## config.mk

```make
export PLATFORM = sky130hd
export DESIGN_NAME = pipe_addsub
export DESIGN_NICKNAME = d
export VERILOG_FILES = /design/src/rtl/pipe_addsub_pkg.sv /design/src/rtl/pipe_addsub_slice.sv /design/src/rtl/pipe_addsub.sv
export SDC_FILE = /design/constraint.sdc
export NUM_CORES = 1
export LEC_CHECK = 0
export BUFFER_PORTS_ARGS = -buffer_cell sky130_fd_sc_hd__buf_2
export CAP_MARGIN = 0
export CORE_AREA = 2 2 144 146
export CTS_BUF_LIST = sky130_fd_sc_hd__clkbuf_8
export DETAILED_ROUTE_END_ITERATION = 10
export DIE_AREA = 0 0 146 148
export GPL_TIMING_DRIVEN = 0
export HOLD_SLACK_MARGIN = 0.12
export SLEW_MARGIN = 25
export SYNTH_ARGS = -nofsm -noshare
export SYNTH_HDL_FRONTEND = slang
export SYNTH_HIERARCHICAL = 1
export SYNTH_SLANG_ARGS = --single-unit
```

## constraint.sdc

```tcl
create_clock -name clk -period 4.2 [get_ports clk]
set_input_delay 1.26 -clock clk [delete_from_list [all_inputs] [get_ports clk]]
set_output_delay 1.26 -clock clk [all_outputs]
set_load 0.02 [all_outputs]
```

## src/rtl/pipe_addsub_pkg.sv

```systemverilog
// Shared arithmetic definitions for the KGP-RISC execute stage:
// op encodings, status flag bit positions and op decode helpers.
package pipe_addsub_pkg;

    typedef enum logic [1:0] {
        OP_ADD = 2'b00,
        OP_SUB = 2'b01,
        OP_ADC = 2'b10,
        OP_SBC = 2'b11
    } op_e;

    localparam int FLAG_C     = 0;
    localparam int FLAG_V     = 1;
    localparam int FLAG_Z     = 2;
    localparam int FLAG_N     = 3;
    localparam int FLAG_COUNT = 4;

    function automatic logic op_inverts_b(input logic [1:0] op);
        return (op == OP_SUB) || (op == OP_SBC);
    endfunction

    function automatic logic op_carry_in(input logic [1:0] op, input logic cin);
        logic c;
        case (op)
            OP_ADD:  c = 1'b0;
            OP_SUB:  c = 1'b1;
            default: c = cin;
        endcase
        return c;
    endfunction

endpackage

```

## src/rtl/pipe_addsub_slice.sv

```systemverilog
// One combinational slice of the pipelined adder: slice sum, carry out,
// running zero flag and the carry into the slice MSB for overflow detection.
module addsub_slice
    import pipe_addsub_pkg::*;
#(
    parameter int SW = 8
) (
    input  logic [SW-1:0] a_s,
    input  logic [SW-1:0] b_s,
    input  logic          c_in,
    input  logic          zero_in,
    output logic [SW-1:0] s,
    output logic          c_out,
    output logic          zero_out,
    output logic          c_msb
);

    logic [SW:0] total;

    assign total    = {1'b0, a_s} + {1'b0, b_s} + {{SW{1'b0}}, c_in};
    assign s        = total[SW-1:0];
    assign c_out    = total[SW];
    // The top sum bit is a^b^carry_in, so the incoming carry falls out of it.
    assign c_msb    = a_s[SW-1] ^ b_s[SW-1] ^ total[SW-1];
    assign zero_out = zero_in & (total[SW-1:0] == '0);

endmodule

```

## src/rtl/pipe_addsub.sv

```systemverilog
// Pipelined adder/subtractor: one operand slice per stage with the carry rippling
// stage to stage, operand skew and result deskew registers, and a global stall.
module pipe_addsub
    import pipe_addsub_pkg::*;
#(
    parameter int WIDTH  = 32,
    parameter int STAGES = 4
) (
    input  logic             clk,
    input  logic             rst,
    input  logic             in_valid,
    output logic             in_ready,
    input  logic [WIDTH-1:0] a,
    input  logic [WIDTH-1:0] b,
    input  logic             cin,
    input  logic [1:0]       op,
    output logic             out_valid,
    input  logic             out_ready,
    output logic [WIDTH-1:0] sum,
    output logic             cout,
    output logic             ovf,
    output logic             zero,
    output logic             neg
);

    localparam int SW = (STAGES > 0) ? WIDTH / STAGES : WIDTH;

    if (STAGES < 1 || (WIDTH % STAGES) != 0) begin : g_bad_params
        $error("pipe_addsub: WIDTH must be a multiple of STAGES and STAGES >= 1");
    end

    logic             en;
    logic             accept;
    logic             c0;
    logic [WIDTH-1:0] b_eff;

    logic [STAGES-1:0] vld_q;
    logic [STAGES-1:0] carry_q;
    logic [STAGES-1:0] zero_q;
    logic              ovf_q;

    logic [STAGES-1:0] v_in;
    logic [STAGES-1:0] cy_in;
    logic [STAGES-1:0] zr_in;
    logic [STAGES-1:0] cy_out;
    logic [STAGES-1:0] zr_out;
    logic              msb_c [STAGES];
    logic [SW-1:0]     s_out [STAGES];

    // Row k holds stage k: result slices 0..k, operand slices k+1..STAGES-1.
    logic [SW-1:0] a_q   [STAGES][STAGES];
    logic [SW-1:0] b_q   [STAGES][STAGES];
    logic [SW-1:0] res_q [STAGES][STAGES];
    logic [SW-1:0] a_in   [STAGES][STAGES];
    logic [SW-1:0] b_in   [STAGES][STAGES];
    logic [SW-1:0] res_in [STAGES][STAGES];

    assign en        = !vld_q[STAGES-1] || out_ready;
    assign in_ready  = en && !rst;
    assign accept    = in_valid && in_ready;
    assign b_eff     = op_inverts_b(op) ? ~b : b;
    assign c0        = op_carry_in(op, cin);

    for (genvar k = 0; k < STAGES; k++) begin : g_stage
        if (k == 0) begin : g_head
            assign v_in[k]  = accept;
            assign cy_in[k] = c0;
            assign zr_in[k] = 1'b1;
            for (genvar j = 0; j < STAGES; j++) begin : g_src
                assign a_in[k][j]   = a[j*SW +: SW];
                assign b_in[k][j]   = b_eff[j*SW +: SW];
                assign res_in[k][j] = '0;
            end
        end else begin : g_body
            assign v_in[k]  = vld_q[k-1];
            assign cy_in[k] = carry_q[k-1];
            assign zr_in[k] = zero_q[k-1];
            for (genvar j = 0; j < STAGES; j++) begin : g_src
                assign a_in[k][j]   = a_q[k-1][j];
                assign b_in[k][j]   = b_q[k-1][j];
                assign res_in[k][j] = res_q[k-1][j];
            end
        end

        addsub_slice #(.SW(SW)) u_slice (
            .a_s      (a_in[k][k]),
            .b_s      (b_in[k][k]),
            .c_in     (cy_in[k]),
            .zero_in  (zr_in[k]),
            .s        (s_out[k]),
            .c_out    (cy_out[k]),
            .zero_out (zr_out[k]),
            .c_msb    (msb_c[k])
        );

        assign sum[k*SW +: SW] = res_q[STAGES-1][k];
    end

    // Data registers only load behind a valid op, so bubbles leave them untouched.
    always_ff @(posedge clk) begin
        if (rst) begin
            vld_q   <= '0;
            carry_q <= '0;
            zero_q  <= '0;
            ovf_q   <= 1'b0;
            for (int k = 0; k < STAGES; k++) begin
                for (int j = 0; j < STAGES; j++) begin
                    a_q[k][j]   <= '0;
                    b_q[k][j]   <= '0;
                    res_q[k][j] <= '0;
                end
            end
        end else if (en) begin
            vld_q <= v_in;
            for (int k = 0; k < STAGES; k++) begin
                if (v_in[k]) begin
                    carry_q[k] <= cy_out[k];
                    zero_q[k]  <= zr_out[k];
                    for (int j = 0; j < STAGES; j++) begin
                        if (j < k) begin
                            res_q[k][j] <= res_in[k][j];
                        end else if (j == k) begin
                            res_q[k][j] <= s_out[k];
                        end else begin
                            a_q[k][j] <= a_in[k][j];
                            b_q[k][j] <= b_in[k][j];
                        end
                    end
                end
            end
            if (v_in[STAGES-1]) begin
                ovf_q <= msb_c[STAGES-1] ^ cy_out[STAGES-1];
            end
        end
    end

    assign out_valid = vld_q[STAGES-1];
    assign cout      = carry_q[STAGES-1];
    assign zero      = zero_q[STAGES-1];
    assign ovf       = ovf_q;
    assign neg       = res_q[STAGES-1][STAGES-1][SW-1];

endmodule

```

==> metrics <==
Post-Route Skew 0.0167 ns; number of nets in the final layout 1040; vias 6063; average instance area after synthesis 11.0 um^2; main area contributors after synthesis sky130_fd_sc_hd__edfxtp_1 38%, sky130_fd_sc_hd__dfxtp_1 17%, sky130_fd_sc_hd__and2_1 5.3%; horizontal die dimension 146 um; clock latency on the worst-skew pair 0.48 ns; Yosys warning total 6; ys async rst share 0%; antenna viol nets, final 0; Syn Nets 913; layout overhead on the synthesized area 14.7%; HPWL Detailed 13900 um; unrepaired setup endpoints after global routing false; combined area of all synthesized cells 8870 um^2; number of buffers inserted during clock tree synthesis 17; CP Max Fanout 10; Peak VDD IR 0.210 mV; total leakage power 4.14 nW; hold buffer count at cts 0; number of max-slew violations in the final report 0; CTS tree yes; Seq. cell area 4900 um^2; post-detailed-route via-to-cell ratio 4.99; Pre-Repair DR Iteration Count 5; count of antenna diodes in the layout 0; overflow left after global routing 0; wire length after detailed routing 18200 um; antenna violations before repair 0; post_cts resized 0; period utilization 88.2%; largest buffer count on any clock path 2; global-route wire length before repair 29800 um; Wirelength per Cell 15.0 um; class of the tightest hold or removal check flip-flop to flip-flop; total number of H-tree levels 4; final worst hold slack 0.477 ns; synthesized instance count 806; all-layer global routing usage 17.4%; Yosys reg bits 189; count of buffers added by post-CTS timing repair for setup 0; max cap viols 0; vertical die dimension 148 um; largest net degree at the start of global routing 49; vias in the first global route 5817; classification of the worst setup path input pin to flip-flop; number of clock sinks 189; Worst Max-Slew Pin Slew 0.742 ns; fill cell instance count of the final layout 1922; die area 21600 um^2; power per standard cell area 374 nW/um^2; maximum clock frequency 270 MHz; multi-input gate area in the final layout 3620 um^2; core area 20000 um^2; Worst Path Required 4.61 ns; library cell occupying the most area in the post-synthesis netlist sky130_fd_sc_hd__edfxtp_1; clock-pin slew reported for the worst setup and hold paths after clock tree synthesis 0.10 ns; minimum clock period after layout 3.70 ns; sequential share of the synthesized area 55.3%; run status completed; Root Driver sky130_fd_sc_hd__clkbuf_8; type of element launching the critical path input pin; I/O pin count 109; final hold violation count 0; weighted congestion at the end of routability-driven global placement 0.828; ys flop type sky130_fd_sc_hd__edfxtp_1; number of rows in the core area 52; Setup-failing EPs final 0; number of enable flip-flop cells after synthesis 112; fraction of post-synthesis cell area in the top cell type by area 37.9%; post-route core utilization 50.8%; Relative slew margins 50.5%; Fin Setup TNS 0 ns; fraction of layout cells with a size suffix above 1 21.4%; synth unique cells 58; nature of the critical path endpoint flip-flop; Initial Util 44.3%; count of routing violations after the opening detailed-route iteration 341; Arr. time, crit path 4.11 ns; DRC violation count after routing 0; port bufs 107
## sequential cells by signal, summed over array words and instances, names as in the netlist
| signal | count |
|---|---|
| a_q | 48 |
| b_q | 48 |
| carry_q | 4 |
| ovf | 1 |
| res_q | 80 |
| vld_q | 4 |
| zero_q | 4 |
## worst max-delay path: stages
cell and delay, ns:
sky130_fd_sc_hd__buf_2 0.13, sky130_fd_sc_hd__buf_2 0.22, sky130_fd_sc_hd__mux2_2 0.30, sky130_fd_sc_hd__fa_1 0.41, sky130_fd_sc_hd__fa_1 0.41, sky130_fd_sc_hd__a21o_1 0.22, sky130_fd_sc_hd__a21oi_2 0.15, sky130_fd_sc_hd__xnor2_1 0.10
sky130_fd_sc_hd__or4_1 0.54, sky130_fd_sc_hd__nor4_2 0.17, sky130_fd_sc_hd__nand3_1 0.10, sky130_fd_sc_hd__o21ai_0 0.08
## area by class of cell
| type | instances | share of cell area (%) |
|---|---|---|
| clock inverter | 15 | 1.57 |
| sequential | 189 | 48.2 |
| inverter | 8 | 0.295 |
| multi-input combinational | 548 | 35.6 |
| buffer | 61 | 3.23 |
| clock buffer | 17 | 2.30 |
| timing repair buffer | 108 | 5.53 |
| tap | 270 | 3.32 |
## layout by cell type, fill, tap and decap left out, drive strengths merged, types with 4 or more instances in the layout
| cell | synthesis | layout |
|---|---|---|
| a211oi | 4 | 4 |
| a21o | 13 | 13 |
| a21oi | 89 | 89 |
| a221oi | 4 | 4 |
| and2 | 75 | 75 |
| and3 | 19 | 19 |
| buf | 40 | 148 |
| clkbuf | 21 | 38 |
| clkinv | 0 | 4 |
| dfxtp | 77 | 77 |
| edfxtp | 112 | 112 |
| fa | 8 | 8 |
| ha | 28 | 28 |
| inv | 8 | 15 |
| nand2 | 13 | 13 |
| nand2b | 10 | 10 |
| nand3 | 78 | 78 |
| nor2 | 32 | 32 |
| nor2b | 4 | 4 |
| nor3 | 4 | 4 |
| o21ai | 77 | 77 |
| or3 | 4 | 4 |
| or4 | 4 | 4 |
| or4b | 4 | 4 |
| xnor2 | 33 | 33 |
| xor2 | 18 | 18 |
## cells by family (layout without fill, tap and decap cells)
logic type,after synthesis,in the layout,share of synthesized area (%)
and+or+nand+nor,253,253,16.0
AOI/OAI and AO/OA,205,205,13.5
DFF,189,189,55.3
buffers and inverters,69,209,4.05
xor gates and xnor gates,51,51,5.12
adders and majority gates,36,36,5.75
muxes,2,2,0.240
other,1,1,0.0423
## layer usage
metal | wire (um) | global-route usage [%]
met2 | 8150 | 27.0
met5 | 0 | 0
met4 | 221 | 4.95
met1 | 9120 | 24.9
met3 | 704 | 3.77
## worst paths after layout
kind                            depth (start not counted)  slack, ns           end          from
worst max-delay path                                   12       0.50     zero_q[0]         op[0]
worst min-delay path                                    2       0.48  res_q[3][14]  res_q[3][14]
worst max register to register                          9       1.09     zero_q[2]    a_q[0][32]
worst min register to register                          2       0.48  res_q[3][14]  res_q[3][14]
## cells in the mapped netlist, types with 3 or more instances
master and number:
sky130_fd_sc_hd__edfxtp_1 112, sky130_fd_sc_hd__a21oi_1 88, sky130_fd_sc_hd__nand3_1 78, sky130_fd_sc_hd__dfxtp_1 77, sky130_fd_sc_hd__and2_1 75, sky130_fd_sc_hd__o21ai_0 69
sky130_fd_sc_hd__xnor2_1 33, sky130_fd_sc_hd__nor2_1 32, sky130_fd_sc_hd__ha_1 28, sky130_fd_sc_hd__buf_2 23, sky130_fd_sc_hd__and3_1 19, sky130_fd_sc_hd__clkbuf_1 18
sky130_fd_sc_hd__xor2_1 17, sky130_fd_sc_hd__a21o_1 13, sky130_fd_sc_hd__nand2_1 13, sky130_fd_sc_hd__nand2b_1 10, sky130_fd_sc_hd__buf_4 8, sky130_fd_sc_hd__fa_1 8
sky130_fd_sc_hd__o21ai_1 8, sky130_fd_sc_hd__inv_1 6, sky130_fd_sc_hd__buf_6 5, sky130_fd_sc_hd__buf_1 4, sky130_fd_sc_hd__a211o_1 3, sky130_fd_sc_hd__a211oi_2 3
sky130_fd_sc_hd__a21boi_1 3, sky130_fd_sc_hd__a221oi_2 3, sky130_fd_sc_hd__clkbuf_2 3, sky130_fd_sc_hd__nand4_1 3, sky130_fd_sc_hd__nor2b_1 3, sky130_fd_sc_hd__o21bai_1 3
sky130_fd_sc_hd__or3_1 3, sky130_fd_sc_hd__or4_1 3
## power by group
group          switching [mW]  internal, mW  leakage [nW]
clock network           0.660         0.539         0.202
logic                   0.278         0.205          2.12
registers              0.0398          2.08          1.81
## metrics by stage
step / cell area [um^2] / worst slack [ns] / cells / power (mW)
6_report: 10200 / 0.496 / 1216 / 3.80
4_1_cts: 10200 / 0.510 / 1216 / 3.84
2_1_floorplan: 8870 / 0.249 / 806 / 2.49
5_1_grt: 10200 / 0.371 / 1216 / 3.97
3_3_place_gp: 9750 / 0.0195 / 1183 / 2.64
3_5_place_dp: 9780 / 0.00276 / 1184 / 2.65
Power figures use the tool's default switching activity.
